<file path="src/rtl/pc_sequencer_if.sv">
// Decode/control <-> next-PC sequencer bus.
// The master modport is the control side that raises requests; the slave
// modport is the sequencer that owns the program counter and EPC.
interface pc_sequencer_if;
    logic        stall_i;
    logic        halt_i;
    logic        branch_i;
    logic [31:0] branch_tgt;
    logic        jump_i;
    logic [31:0] jump_tgt;
    logic        jr_i;
    logic [31:0] jr_tgt;
    logic        eret_i;
    logic        exc_i;
    logic        irq_i;
    logic [31:0] pc_o;
    logic [31:0] pc_plus4_o;
    logic [31:0] epc_o;
    logic        kernel_o;
    logic        flush_o;
    logic        halted_o;

    modport master (
        output stall_i, halt_i, branch_i, branch_tgt, jump_i, jump_tgt,
               jr_i, jr_tgt, eret_i, exc_i, irq_i,
        input  pc_o, pc_plus4_o, epc_o, kernel_o, flush_o, halted_o
    );

    modport slave (
        input  stall_i, halt_i, branch_i, branch_tgt, jump_i, jump_tgt,
               jr_i, jr_tgt, eret_i, exc_i, irq_i,
        output pc_o, pc_plus4_o, epc_o, kernel_o, flush_o, halted_o
    );
endinterface

</file>
<file path="src/rtl/pc_sequencer.sv">
// Next-PC controller: owns the fetch PC and the exception PC (EPC).
// Chooses between halt, exception, interrupt, stall, eret, jr, jump, branch
// and sequential sources in that priority order. Any non-sequential update
// moves the FSM into REDIRECT, which drives flush_o for the following cycle.
// HALT freezes everything until reset.
// Optional build macro: MISALIGN_TRAP_EN -- a selected next PC with nonzero
// low bits traps to EXC_VECTOR with the offending address saved in EPC.
module pc_sequencer #(
    parameter logic [31:0] RESET_PC   = 32'h0000_0000,
    parameter logic [31:0] IRQ_VECTOR = 32'h8000_0004,
    parameter logic [31:0] EXC_VECTOR = 32'h8000_0008
) (
    input  logic          clk,
    input  logic          reset,
    pc_sequencer_if.slave bus
);

    typedef enum logic [1:0] {
        ST_RUN      = 2'd0,
        ST_REDIRECT = 2'd1,
        ST_HALT     = 2'd2
    } state_e;

    state_e      state_q, state_d;
    logic [31:0] pc_q, pc_d;
    logic [31:0] epc_q, epc_d;

    logic [31:0] seq_pc;
    logic [31:0] sel_pc;
    logic        sel_redirect;

    // Address the control-flow requests (eret/jr/jump/branch/sequential) pick.
    always_comb begin
        // NOTE: every always_comb output gets a default first so no path can infer a latch.
        seq_pc       = pc_q + 32'd4;
        sel_pc       = seq_pc;
        sel_redirect = 1'b1;
        if (bus.eret_i) begin
            sel_pc = epc_q;
        end else if (bus.jr_i) begin
            sel_pc = bus.jr_tgt;
        end else if (bus.jump_i) begin
            sel_pc = bus.jump_tgt;
        end else if (bus.branch_i) begin
            sel_pc = bus.branch_tgt;
        end else begin
            sel_redirect = 1'b0;
        end
    end

    // Next-state, next-PC and next-EPC decision.
    always_comb begin
        state_d = state_q;
        pc_d    = pc_q;
        epc_d   = epc_q;
        case (state_q)
            ST_HALT: begin
                // Frozen; only reset leaves this state.
            end
            default: begin
                if (bus.halt_i) begin
                    state_d = ST_HALT;
                end else if (bus.exc_i) begin
                    pc_d    = EXC_VECTOR;
                    epc_d   = pc_q;
                    state_d = ST_REDIRECT;
                end else if (bus.irq_i && !pc_q[31]) begin
                    // A stalled instruction has not advanced, so it is the one to resume.
                    pc_d    = IRQ_VECTOR;
                    epc_d   = bus.stall_i ? pc_q : sel_pc;
                    state_d = ST_REDIRECT;
                end else if (bus.stall_i) begin
                    state_d = ST_RUN;
`ifdef MISALIGN_TRAP_EN
                end else if (sel_pc[1:0] != 2'b00) begin
                    pc_d    = EXC_VECTOR;
                    epc_d   = sel_pc;
                    state_d = ST_REDIRECT;
`endif
                end else begin
                    pc_d    = sel_pc;
                    state_d = sel_redirect ? ST_REDIRECT : ST_RUN;
                end
            end
        endcase
    end

    // State, PC and EPC registers with asynchronous active-low reset.
    always_ff @(posedge clk or negedge reset) begin
        if (!reset) begin
            state_q <= ST_RUN;
            pc_q    <= RESET_PC;
            epc_q   <= 32'h0000_0000;
        end else begin
            // NOTE: sequential state uses non-blocking assignment so all registers update together.
            state_q <= state_d;
            pc_q    <= pc_d;
            epc_q   <= epc_d;
        end
    end

    assign bus.pc_o       = pc_q;
    assign bus.pc_plus4_o = pc_q + 32'd4;
    assign bus.epc_o      = epc_q;
    assign bus.kernel_o   = pc_q[31];
    assign bus.flush_o    = (state_q == ST_REDIRECT);
    assign bus.halted_o   = (state_q == ST_HALT);

endmodule

</file>
<file path="src/flat_wrapper.sv">
// flat-port wrapper written by rule: the top's interface ports become plain ports
module pc_sequencer_flat 
#(
    parameter logic [31:0] RESET_PC   = 32'h0000_0000,
    parameter logic [31:0] IRQ_VECTOR = 32'h8000_0004,
    parameter logic [31:0] EXC_VECTOR = 32'h8000_0008
)
  (clk, reset, bus_stall_i, bus_halt_i, bus_branch_i, bus_branch_tgt, bus_jump_i, bus_jump_tgt, bus_jr_i, bus_jr_tgt, bus_eret_i, bus_exc_i, bus_irq_i, bus_pc_o, bus_pc_plus4_o, bus_epc_o, bus_kernel_o, bus_flush_o, bus_halted_o);
  pc_sequencer_if bus_i ();
  input  logic clk;
  input  logic reset;
  input wire logic [$bits(bus_i.stall_i)-1:0] bus_stall_i;
  input wire logic [$bits(bus_i.halt_i)-1:0] bus_halt_i;
  input wire logic [$bits(bus_i.branch_i)-1:0] bus_branch_i;
  input wire logic [$bits(bus_i.branch_tgt)-1:0] bus_branch_tgt;
  input wire logic [$bits(bus_i.jump_i)-1:0] bus_jump_i;
  input wire logic [$bits(bus_i.jump_tgt)-1:0] bus_jump_tgt;
  input wire logic [$bits(bus_i.jr_i)-1:0] bus_jr_i;
  input wire logic [$bits(bus_i.jr_tgt)-1:0] bus_jr_tgt;
  input wire logic [$bits(bus_i.eret_i)-1:0] bus_eret_i;
  input wire logic [$bits(bus_i.exc_i)-1:0] bus_exc_i;
  input wire logic [$bits(bus_i.irq_i)-1:0] bus_irq_i;
  output wire logic [$bits(bus_i.pc_o)-1:0] bus_pc_o;
  output wire logic [$bits(bus_i.pc_plus4_o)-1:0] bus_pc_plus4_o;
  output wire logic [$bits(bus_i.epc_o)-1:0] bus_epc_o;
  output wire logic [$bits(bus_i.kernel_o)-1:0] bus_kernel_o;
  output wire logic [$bits(bus_i.flush_o)-1:0] bus_flush_o;
  output wire logic [$bits(bus_i.halted_o)-1:0] bus_halted_o;
  assign bus_i.stall_i = bus_stall_i;
  assign bus_i.halt_i = bus_halt_i;
  assign bus_i.branch_i = bus_branch_i;
  assign bus_i.branch_tgt = bus_branch_tgt;
  assign bus_i.jump_i = bus_jump_i;
  assign bus_i.jump_tgt = bus_jump_tgt;
  assign bus_i.jr_i = bus_jr_i;
  assign bus_i.jr_tgt = bus_jr_tgt;
  assign bus_i.eret_i = bus_eret_i;
  assign bus_i.exc_i = bus_exc_i;
  assign bus_i.irq_i = bus_irq_i;
  assign bus_pc_o = bus_i.pc_o;
  assign bus_pc_plus4_o = bus_i.pc_plus4_o;
  assign bus_epc_o = bus_i.epc_o;
  assign bus_kernel_o = bus_i.kernel_o;
  assign bus_flush_o = bus_i.flush_o;
  assign bus_halted_o = bus_i.halted_o;
  pc_sequencer #(.RESET_PC(RESET_PC), .IRQ_VECTOR(IRQ_VECTOR), .EXC_VECTOR(EXC_VECTOR)) u_core (.clk(clk), .reset(reset), .bus(bus_i));
endmodule
</file>
<file path="config.mk">
export PLATFORM = sky130hd
export DESIGN_NAME = pc_sequencer_flat
export DESIGN_NICKNAME = d
export VERILOG_FILES = /design/src/rtl/pc_sequencer_if.sv /design/src/rtl/pc_sequencer.sv /design/src/flat_wrapper.sv
export SDC_FILE = /design/constraint.sdc
export NUM_CORES = 1
export LEC_CHECK = 0
export BUFFER_PORTS_ARGS = -buffer_cell sky130_fd_sc_hd__buf_2
export CORE_UTILIZATION = 39
export DETAILED_ROUTE_END_ITERATION = 6
export PLACE_DENSITY = 0.71
export SLEW_MARGIN = 20
export SYNTH_ARGS = -nofsm -noshare
export SYNTH_HDL_FRONTEND = slang
export SYNTH_SLANG_ARGS = --single-unit
</file>
<file path="constraint.sdc">
create_clock -name clk -period 2.5 [get_ports clk]
set_clock_uncertainty 0.15 [all_clocks]
set_input_delay 0 -clock clk [delete_from_list [all_inputs] [get_ports clk]]
set_output_delay 0 -clock clk [all_outputs]
set_load 0.005 [all_outputs]
</file>
==> flow_metrics.tcl, run 1 <==
set metrics [dict create \
    power.clock.fraction_pct 23.7 \
    cts_made_buffers 9 \
    synth_warnings 0 \
    outcome "finished with violations" \
    r2r_cells 7 \
    rows 42 \
    seq_area_um2 1650 \
    crit_fanout 6 \
    clockBufferDepth 2 \
    path_common_cell "buf_4" \
    n_fill_cell 1298 \
    clkSinkCount 66 \
    syn_area_um2 5430 \
    holdWs_ps -4.85 \
    yosys_register_bits 66 \
    layout_min_cycle_time_ps 2490 \
    via_per_inst 6.31 \
    cp.required_ps 2350 \
    crit_slowest_cell "or4_4" \
    syn-num-nets 792 \
    grt_pass1_wl_um 36800 \
    synth_compound_area_share_pct 36.8 \
    synthArstFlopShare_pct 100 \
    hp-class "in2reg" \
    synth_top_family_by_area "compound AO/OA/AOI/OAI gates" \
    switching_share_pct 38.6 \
    dpl.hpwl_um 17800 \
    finalSetupViolations 0 \
    design_area_um2 7520 \
    power_switching_mw 2.28 \
    drive_gt1_share_pct 35.4 \
    multi_input_area_um2 3450 \
    route.detailed.drc 0 \
    r2r-end "u_core.bus.pc_o[28]" \
    synth.top_cell.area_share_pct 30.4 \
    power_density_nw_per_um2 786 \
    hp-start "bus_jr_tgt[15]" \
    clock.fmax_mhz 401 \
    die_w_um 120 \
    start_util_pct 40.5 \
    grt_pass1_vias 6723 \
    fin_crit_sh_pct 99.7 \
    tns_ps 0 \
    synthXorXnorAreaFrac_pct 4.03 \
    synth_seq_area_share_pct 30.4 \
    wire_per_inst_um 21.8 \
    gp_congestion 0.926 \
    cts_tree "done" \
    first_iter_violations 742 \
    start_kind "flop" \
    ant_nets 0 \
    synth.avg_cell_area_um2 7.93 \
    synth_mux_area_share_pct 0.760 \
    synthFlopType "dfrtp_1" \
    timing.final.max_slew_violations 0 \
    post_dp_cell_area_um2 6900 \
    busiest_layer "met2" \
    core_area_um2 13400 \
    synth_edf_count 0 \
    p_leak_nw 3.42 \
    ioPinCount 205 \
    grt.met1_usage_pct 43.2 \
    mostFrequentLayoutCell "buf_2" \
    worst_pin_slew_ps 911 \
    cp-end-kind "output pin" \
    internal-power_mw 3.63 \
    final_hold_viol_count 1 \
    final_cell_mix "203 x buf_2, 66 x buf_4, 65 x dfrtp_1" \
    root_buffer "clkbuf_16" \
    grtUsageMet3_pct 6.42 \
    htreeDepth 3 \
    syn_to_final_growth_pct 38.4 \
    crit_chain "buf_4 -> nand4_1 -> or4_4 -> nor4_4 -> buf_4 -> xor2_1 -> buf_2" \
    worstPathArrival_ps 2340 \
    grt_max_degree 39 \
    rrSetupSlack_ps 190 \
    holdPathEnd "u_core.bus.pc_o[15]" \
    ys_top_cells_by_area "dfrtp_1 30%, a21oi_1 5.5%, o21ai_0 5.3%" \
    max_stage_delay_ps 590 \
    firstDrtPassIters 5 \
    slew_headroom_pct 39.2 \
    pwr-share-seq_pct 32.3 \
    synth_cells 685 \
    crit-reg2reg-launch "u_core.bus.pc_o[3]" \
    failed_checks "negative hold slack" \
    clk_pin_slew_worst_paths_ps 60 \
    die-area_um2 14400 \
    grt-ovfl-total 0 \
    comb_power_share_pct 43.9 \
    die_y_um 120 \
    critPathKind "reg2out" \
    synth-simple-area-share_pct 20.3 \
    finalWirelength_um 24000 \
    synth_area_leader_cell "dfrtp_1" \
    use_met2_pct 53.0 \
    gr-usage-all-layers_pct 33.5 \
    via_count 6959 \
    rsz0062_at_grt "true" \
    antenna_found_initial 0 \
    max_cap_violations 0 \
    ir_drop_uv 426 \
    synth.distinct_cells 79 \
    io_buffers 204 \
    synth-adder-area-share_pct 0.230 \
    layout.nets 1029 \
    worstSkewPairLatency_ps 350 \
    hold_depth 5 \
    diodes 0 \
]
timing repair:
item | 4_1_cts | 5_1_grt
setup endpoints to repair | 7 | 5
pin swaps | 1 | 5
resized for setup | 7 | 9
hold endpoints to repair | 48 | 0
buffers inserted | 0 | 3
hold buffers | 20 | 0
worst max-delay path by stage:
stage | start | to | slack (ps)
4_1_cts | u_core.bus.pc_o[8] | bus_pc_plus4_o[31] | 10
2_1_floorplan | u_core.bus.pc_o[3] | u_core.bus.epc_o[26] | 110
3_3_place_gp | u_core.bus.pc_o[12] | u_core.bus.epc_o[26] | 210
3_5_place_dp | u_core.bus.pc_o[2] | u_core.bus.pc_o[31] | 170
6_report | u_core.bus.pc_o[13] | bus_pc_plus4_o[31] | 8
5_1_grt | u_core.bus.pc_o[8] | bus_pc_plus4_o[31] | -50
Yosys cell counts (all sizes together) (10+ instances only):
master	number
a21oi	60
a221oi	17
buf	21
clkbuf	46
dfrtp	66
inv	23
nand2	57
nand3	19
nand4	14
nor2	49
nor3	10
nor4	12
o21ai	58
o221ai	14
o2bb2ai	10
o31ai	15
xnor2	17
area by class of cell:
cell class | count | area share (%)
clock buffer | 10 | 3.18
clock inverter | 6 | 1.06
inverter | 25 | 1.25
multi-input combinational | 527 | 45.9
sequential | 66 | 22.0
tap | 176 | 2.93
timing repair buffer | 293 | 23.7
critical path: cells and delay by family (launching register included):
family                 cells  cell delay, ps
buffers and inverters      3             460
AND/OR/NAND/NOR            3            1010
flip-flops                 1             390
XOR/XNOR                   1             130
cells by family after synthesis:
logic type	Yosys count
xor+xnor	25
simple gates	211
mux	4
flops	66
fa+ha+maj	1
compound gates	286
buf+inv	92
power by group through the flow:
stage / registers, mW / clock network, mW / logic [mW]
2_1_floorplan: 1.90 / 0 / 1.23
3_3_place_gp: 1.90 / 0 / 2.44
3_5_place_dp: 1.91 / 0 / 2.46
4_1_cts: 1.90 / 1.40 / 2.50
5_1_grt: 1.95 / 1.44 / 2.83
6_report: 1.91 / 1.40 / 2.60
routing by layer:
metal,vias to the layer above,share of wire [%]
li1,3088,-
met4,0,4.2
met2,500,46
met3,80,11
met5,-,0
met1,3291,39
through the flow:
step | std cells | setup slack (ps) | total power, mW | hold WS, ps | util, %
finish | 1103 | 7.60 | 5.91 | -4.85 | 56.1
CTS | 1100 | 15.0 | 5.80 | 2.67 | 55.6
detailed placement | 1064 | 170 | 4.36 | -68.8 | 51.5
global route | 1103 | -47.9 | 6.23 | 20.4 | 56.1
floorplan | 685 | 114 | 3.12 | -446 | -
global placement | 1064 | 214 | 4.33 | -58.0 | 51.5
registers in the layout, summed over array words and instances (netlist names):
signal,count
u_core.bus.epc_o,32
u_core.bus.pc_o,32
u_core.state_q,2
Power figures use the tool's default switching activity.
==> run 2, diff against run 1 <==
- CELL_PAD_IN_SITES_DETAIL_PLACEMENT: default -> 1
- CELL_PAD_IN_SITES_GLOBAL_PLACEMENT: default -> 1
- CORE_ASPECT_RATIO: default -> 0.9
- CORE_UTILIZATION: 39 -> 36
- PLACE_DENSITY: 0.71 -> 0.87
==> run 2 against run 1 <==
Compared with the run above: the flow finishes with violations (negative setup slack); flip-flop and latch count unchanged; register-to-register slack got worse by 400 ps; first-iteration DRC count grew 40%; worst hold slack improved by 20 ps; setup slack lost 220 ps; cell count rose by 2.4%; non-clock buffer count up 3; fmax shrank 8.0%.
==> flow_metrics.tcl, run 2 (synthesized netlist as in run 1, its figures left out) <==
set metrics [dict create \
    outcome "finished with violations" \
    failed_checks "negative setup slack" \
    cts_made_buffers 9 \
    pwr-share-seq_pct 30.7 \
    power.clock.fraction_pct 24.6 \
    design_area_um2 7620 \
    mostFrequentLayoutCell "buf_2" \
    firstDrtPassIters 5 \
    max_stage_delay_ps 550 \
    layout_min_cycle_time_ps 2710 \
    wire_per_inst_um 25.8 \
    crit_fanout 5 \
    root_buffer "clkbuf_16" \
    gp_congestion 0.966 \
    antenna_found_initial 1 \
    ioPinCount 205 \
    setup_slack_ps -210 \
    cp-end-kind "flop" \
    gr-usage-all-layers_pct 36.0 \
    drive_gt1_share_pct 36.5 \
    cp.required_ps 2520 \
    grt-ovfl-total 0 \
    rows 42 \
    start_kind "flop" \
    clock.fmax_mhz 369 \
    p_leak_nw 3.45 \
    utilization_pct 51.8 \
    die-area_um2 15600 \
    route.detailed.drc 0 \
    fin_crit_sh_pct 108 \
    place_ws_ps 30.4 \
    core_area_um2 14700 \
    layout.nets 1032 \
    ant_nets 0 \
    io_buffers 204 \
    htreeDepth 3 \
    critPathKind "reg2reg" \
    die_y_um 119 \
    finalWirelength_um 29100 \
    ir_drop_uv 380 \
    fin_total_pwr_mw 6.27 \
    final_cell_mix "204 x buf_2, 71 x buf_4, 65 x dfrtp_1" \
    clockBufferDepth 2 \
    finalSetupViolations 1 \
    start_util_pct 36.9 \
    comb_power_share_pct 44.7 \
    rsz0062_at_grt "true" \
    hp-class "in2reg" \
    worstSkewPairLatency_ps 340 \
    crit_chain "ha_2 -> nand3_2 -> or4_4 -> buf_4 -> nor4_2 -> o221ai_1 -> a31oi_1" \
    power_switching_mw 2.49 \
    clk_pin_slew_worst_paths_ps 60 \
    dpl.hpwl_um 19800 \
    crit_slowest_cell "or4_4" \
    grt_pass1_wl_um 43200 \
    syn_to_final_growth_pct 40.3 \
    final_hold_viol_count 0 \
    power_density_nw_per_um2 823 \
    worst_pin_slew_ps 901 \
    grt_max_degree 57 \
    grt_pass1_vias 7515 \
    via_count 7494 \
    internal-power_mw 3.78 \
    switching_share_pct 39.7 \
    slew_headroom_pct 39.9 \
    die_w_um 131 \
    worstPathArrival_ps 2730 \
    cts_tree "done" \
    timing.final.max_slew_violations 0 \
    max_cap_violations 0 \
    clkSinkCount 66 \
    post_dp_cell_area_um2 6950 \
    first_iter_violations 1037 \
    via_per_inst 6.64 \
]
[run 2: changes by cell type in the layout (fill, tap and decap cells not counted), sizes merged]
| cell | delta |
|---|---|
| buf | +6 |
| bufinv | +1 |
| clkbuf | +1 |
| dlygate4sd3 | -3 |
| clkinv | -2 |
| diode | +1 |
[run 2: area by class of cell]
class | instances | area (um2)
Multi-Input combinational cell | 527 | 3470
Antenna cell | 1 | 2.50
Clock inverter | 5 | 100
Inverter | 25 | 93.8
Timing Repair Buffer | 296 | 1800
Tap cell | 198 | 248
Sequential cell | 66 | 1650
Clock buffer | 11 | 253
Fill cell | 1850 | 7090
[run 2: worst paths after layout]
path                       cells after the start                start  slack, ps                    to
setup / recovery                               7   u_core.bus.pc_o[3]       -210   u_core.bus.pc_o[30]
hold / removal                                 4     bus_jump_tgt[25]         10   u_core.bus.pc_o[25]
setup reg to reg                               7   u_core.bus.pc_o[3]       -210   u_core.bus.pc_o[30]
hold reg to reg                                2  u_core.bus.epc_o[1]        370   u_core.bus.epc_o[1]
max in group asynchronous                      3                reset       1310  u_core.bus.epc_o[20]
min in group asynchronous                      2                reset        180    u_core.bus.pc_o[0]
[run 2: per-stage QoR]
stage,instances,hold WS (ps),setup TNS [ps]
3_3_place_gp,1087,-3.20,0
2_1_floorplan,685,-446,0
3_5_place_dp,1087,6.00,0
6_report,1129,15.0,-210
5_1_grt,1129,32.5,-435
4_1_cts,1126,6.15,-97.6
[run 2: power by group through the flow]
stage | Combinational, mW | Sequential [mW] | Clock, mW
3_3_place_gp | 2.53 | 1.87 | 0
5_1_grt | 2.99 | 1.95 | 1.59
3_5_place_dp | 2.60 | 1.89 | 0
4_1_cts | 2.67 | 1.88 | 1.55
6_report | 2.80 | 1.92 | 1.54
2_1_floorplan | 1.23 | 1.90 | 0
[run 2: layer usage]
layer	wire, um	vias to the layer above	GRT usage [%]
met5	0	-	0
met4	1630	0	18.8
met3	3270	142	8.49
met2	13100	633	56.2
met1	11100	3637	46.1
li1	-	3082	-
[run 2: critical path, delay by kind of cell (launching register included)]
family,cells,cell delay [ps]
simple gates,3,940
buf+inv,1,170
compound gates,2,690
flops,1,370
fa+ha+maj,1,210
[run 2: what timing repair did]
action                     CTS  global route
gates resized for setup      9            11
setup endpoints to repair    7            21
hold endpoints to repair    51             0
buffers inserted             6             2
hold buffers                17             0
pin swaps                    5             3
